File: config.mk
export PLATFORM = sky130hd
export DESIGN_NAME = mux_stim_gen
export DESIGN_NICKNAME = d
export VERILOG_FILES = /design/src/rtl/mux_stim_gen.sv
export SDC_FILE = /design/constraint.sdc
export NUM_CORES = 1
export LEC_CHECK = 0
export BUFFER_PORTS_ARGS = -buffer_cell sky130_fd_sc_hd__buf_2
export CAP_MARGIN = 20
export CORE_UTILIZATION = 56
export CTS_CLUSTER_DIAMETER = 100
export DETAILED_ROUTE_END_ITERATION = 8
export PLACE_DENSITY = 0.82
export SLEW_MARGIN = 20
export SYNTH_ARGS = -nofsm -noshare
export SYNTH_HDL_FRONTEND = slang
export SYNTH_SLANG_ARGS = --single-unit
File: constraint.sdc
create_clock -name clk -period 3.5 [get_ports clk]
set_input_delay 0.175 -clock clk [delete_from_list [all_inputs] [get_ports clk]]
set_output_delay 0.175 -clock clk [all_outputs]
set_load 0.05 [all_outputs]
File: src/rtl/mux_stim_gen.sv
// Stimulus generator driving a 2:1 mux stage with x/y/a vectors under a valid/ready handshake.
// Define MUX_STIM_LFSR_EN to replace the alternating y pattern with a 4-bit LFSR sequence.
module mux_stim_gen #(
   parameter int NUM_VEC = 12
) (
   input  logic       clk,
   input  logic       reset,
   input  logic       start,
   input  logic       out_ready,
   output logic       out_valid,
   output logic [3:0] x,
   output logic [3:0] y,
   output logic       a,
   output logic [7:0] vec_cnt,
   output logic       busy,
   output logic       done
);

   typedef enum logic [1:0] {
      IDLE = 2'd0,
      RUN  = 2'd1,
      DONE = 2'd2
   } state_t;

   localparam logic [7:0] LAST_CNT = (NUM_VEC == 0) ? 8'd0 : 8'(NUM_VEC - 1);

`ifdef MUX_STIM_LFSR_EN
   localparam logic [3:0] Y_SEED = 4'b0001;

   // x^4+x^3+1 Fibonacci LFSR, shifting left with feedback into bit 0
   function automatic logic [3:0] next_y(input logic [3:0] cur);
      return {cur[2:0], cur[3] ^ cur[2]};
   endfunction
`else
   localparam logic [3:0] Y_SEED = 4'd0;

   function automatic logic [3:0] next_y(input logic [3:0] cur);
      return 4'd15 - cur;
   endfunction
`endif

   state_t     state, state_nxt;
   logic [3:0] x_nxt, y_nxt;
   logic       a_nxt;
   logic [7:0] cnt_nxt;
   logic       valid_nxt;
   logic       busy_nxt;
   logic       done_nxt;
   logic       xfer;

   assign xfer = out_valid & out_ready;

   always_ff @(posedge clk or posedge reset) begin
      if (reset) begin
         state     <= IDLE;
         x         <= 4'd0;
         y         <= 4'd0;
         a         <= 1'b0;
         vec_cnt   <= 8'd0;
         out_valid <= 1'b0;
         busy      <= 1'b0;
         done      <= 1'b0;
      end else begin
         state     <= state_nxt;
         x         <= x_nxt;
         y         <= y_nxt;
         a         <= a_nxt;
         vec_cnt   <= cnt_nxt;
         out_valid <= valid_nxt;
         busy      <= busy_nxt;
         done      <= done_nxt;
      end
   end

   always_comb begin
      state_nxt = state;
      x_nxt     = x;
      y_nxt     = y;
      a_nxt     = a;
      cnt_nxt   = vec_cnt;
      valid_nxt = out_valid;

      case (state)
         IDLE: begin
            if (start) begin
               x_nxt   = 4'd0;
               y_nxt   = Y_SEED;
               a_nxt   = 1'b0;
               cnt_nxt = 8'd0;
               // An empty run still reports completion through DONE
               if (NUM_VEC == 0) begin
                  state_nxt = DONE;
                  valid_nxt = 1'b0;
               end else begin
                  state_nxt = RUN;
                  valid_nxt = 1'b1;
               end
            end
         end
         RUN: begin
            if (xfer) begin
               cnt_nxt = vec_cnt + 8'd1;
               if (vec_cnt == LAST_CNT) begin
                  state_nxt = DONE;
                  valid_nxt = 1'b0;
               end else begin
                  x_nxt = x + 4'd1;
                  y_nxt = next_y(y);
                  a_nxt = ~a;
               end
            end
         end
         DONE: begin
            state_nxt = IDLE;
         end
         default: begin
            state_nxt = IDLE;
            valid_nxt = 1'b0;
         end
      endcase

      // Status flags are registered copies of the state being entered
      busy_nxt = (state_nxt != IDLE);
      done_nxt = (state_nxt == DONE);
   end

endmodule

==> results.yml <==
clock_network:
  cts_root_buffer: "clkbuf_4"
  cts_tree: "built"
  cts_buffers: 3
  clk-insertion-delay-late_ns: 0.30
  cts_resized: 0
  cts_max_level: 1
  cts_setup_buffers: 0
  cts_sinks: 22
  cts_hold_buffers: 0
  clock_path_buffers: 2
  clk_pin_slew_ns: 0.11
sta:
  setup_viol: 0
  fin_skew_ns: 0.008406
  max_slew_margin_pct: 46.72
  rsz0062_at_grt: "no"
  finalCriticalPeriod_ns: 1.820
  hold_viol: 0
  max_freq_mhz: 549.5
  setup_ws_ns: 1.680
  fin_crit_sh_pct: 51.99
  worst_pin_slew_ns: 0.7984
  holdWs_ns: 0.007711
  slew_viol_final: 0
  totalNegativeSetupSlack_ns: 0
die:
  start_util_pct: 61.35
  dieArea_mm2: 0.002112
  die_w_um: 45.96
  pin_count: 24
  core_area_mm2: 0.001764
  die_h_um: 45.96
  row_count: 15
placed_design:
  gp_congestion: 0.8278
  dp_hpwl_mm: 1.564
  dp_worst_setup_slack_ns: 1.717
  portBuffers: 23
drt:
  vias_per_cell: 5.605
  first_pass_iters: 4
  drc: 0
  wl_per_cell_um: 13.87
  wl_mm: 2.039
  dr.first_iter.drc_count: 30
  num_vias: 824
  ant_nets: 0
yosys:
  yosysSeqAreaShare_pct: 50.87
  synth_cells: 98
  synth_warnings: 0
  synth.avg_cell_area_um2: 11.04
  synth_area_mm2: 0.001082
  syn-num-nets: 104
  ys_async_sr_fraction_pct: 100.0
  synth_edf_count: 0
  synth_ff_type: "dfrtp_1"
  synth_cell_types: 32
  ys_seq_elements: 22
global_routing:
  globalRouteTotalUtil_pct: 23.08
  grt_pass1_wl_mm: 3.346
  overflow: 0
  antenna_found_initial: 0
  grt_pass1_vias: 728
  grt_max_degree: 23
final_layout:
  area_growth_pct: 13.53
  drive_gt1_share_pct: 27.87
  layout.nets: 130
  multiInputGateArea_um2: 498.0
  fillCellCount: 154
  regArea_um2: 550.5
  fin_util_pct: 69.65
  antennaDiodeCount: 0
worst_setup_path:
  reg2reg_from: "state[0]"
  path_class: "reg -> reg"
  timing.rr.end: "x[1]"
  crit_start: "state[0]"
  start_kind: "register"
  worstPathMaxFanout: 10
  cp-end-kind: "register"
  crit_path_end: "x[1]"
  cp.arrival_ns: 2.04
  rrSetupSlack_ns: 1.68
  critPathRequiredTime_ns: 3.72
  rr_worst_depth: 4
outcome:
  status: "completed"
hold_path:
  min_path_type: "in -> async"
run:
  drv_cap: 0
-- flip-flops by register name, indices dropped and copies added (netlist names) --
signal,cells
state,2
y,4
out_valid,1
vec_cnt,8
a,1
x,4
busy,1
done,1
-- synthesized netlist by cell type, types with 2 or more instances --
cell type   n  area (um^2)
dfrtp_1    22        550.5
nand2_1    14        52.55
nor2_1     11        41.29
mux2i_1     7        70.07
o21ai_0     4        20.02
xnor2_1     4        35.03
a21oi_1     3        15.01
inv_1       3        11.26
nand3_1     3        15.01
a31o_1      2        17.52
a31oi_1     2        12.51
buf_6       2        22.52
ha_1        2        25.02
-- critical path, stage by stage (launching register included) --
cell,delay (ns)
dfrtp_1,0.49
nor3b_4,0.46
nor2_1,0.17
a21oi_2,0.39
mux2i_1,0.24
-- layer usage --
| metal | global-route usage, % | wire length, um |
|---|---|---|
| met1 | 29.72 | 893 |
| met4 | 12.35 | 39 |
| met5 | 0 | 0 |
| met3 | 3.968 | 93 |
| met2 | 36.62 | 1013 |
-- cells in the final DEF, fill, tap and decap left out --
master / n
buf_2: 23
dfrtp_1: 22
nand2_1: 14
nor2_1: 11
mux2i_1: 7
xnor2_1: 4
o21ai_0: 4
nand3_1: 3
inv_1: 3
a21oi_1: 3
clkbuf_4: 3
a31oi_1: 2
a31o_1: 2
ha_1: 2
and3_1: 1
nand4bb_1: 1
nor4_1: 1
nor3b_4: 1
and4b_1: 1
a21oi_2: 1
or4bb_1: 1
or3b_1: 1
nand4b_2: 1
a211oi_2: 1
or4_1: 1
nor2b_1: 1
a2111oi_4: 1
nor2_2: 1
or2_2: 1
xor2_1: 1
or3_1: 1
a31o_2: 1
a211oi_1: 1
-- cell type report --
cell class / instances / area share (%)
clock buffers: 3 / 1.833
repair buffers: 23 / 9.369
flip-flops and latches: 22 / 44.81
multi-input cells: 71 / 40.53
inverters: 3 / 0.9165
well taps: 25 / 2.546
-- metrics by stage --
stage          std cells  cell area, um^2
6_report             147             1229
5_1_grt              147             1229
3_5_place_dp         144             1206
3_3_place_gp         144             1206
2_1_floorplan         98             1082
4_1_cts              147             1229
-- worst min-delay path by stage --
stage,startpoint,endpoint,slack (ns),cells past startpoint
3_3_place_gp,reset,vec_cnt[5],0.36,2
6_report,reset,vec_cnt[7],0.008,2
4_1_cts,reset,vec_cnt[6],0.04,2
2_1_floorplan,reset,a,0.16,1
5_1_grt,reset,vec_cnt[7],0.09,2
3_5_place_dp,reset,vec_cnt[7],0.37,2
-- cell families after synthesis --
kind of cell	count (synthesis)	share of synthesized area, %
buf+inv	5	3.121
flops	22	50.87
xor+xnor	5	4.046
compound gates	16	12.02
mux	7	6.474
fa+ha+maj	2	2.312
simple gates	41	21.16
Power is left out: the tool's default activity adds up to more than one toggle a clock period on the data nets, which glitch-free logic cannot reach.
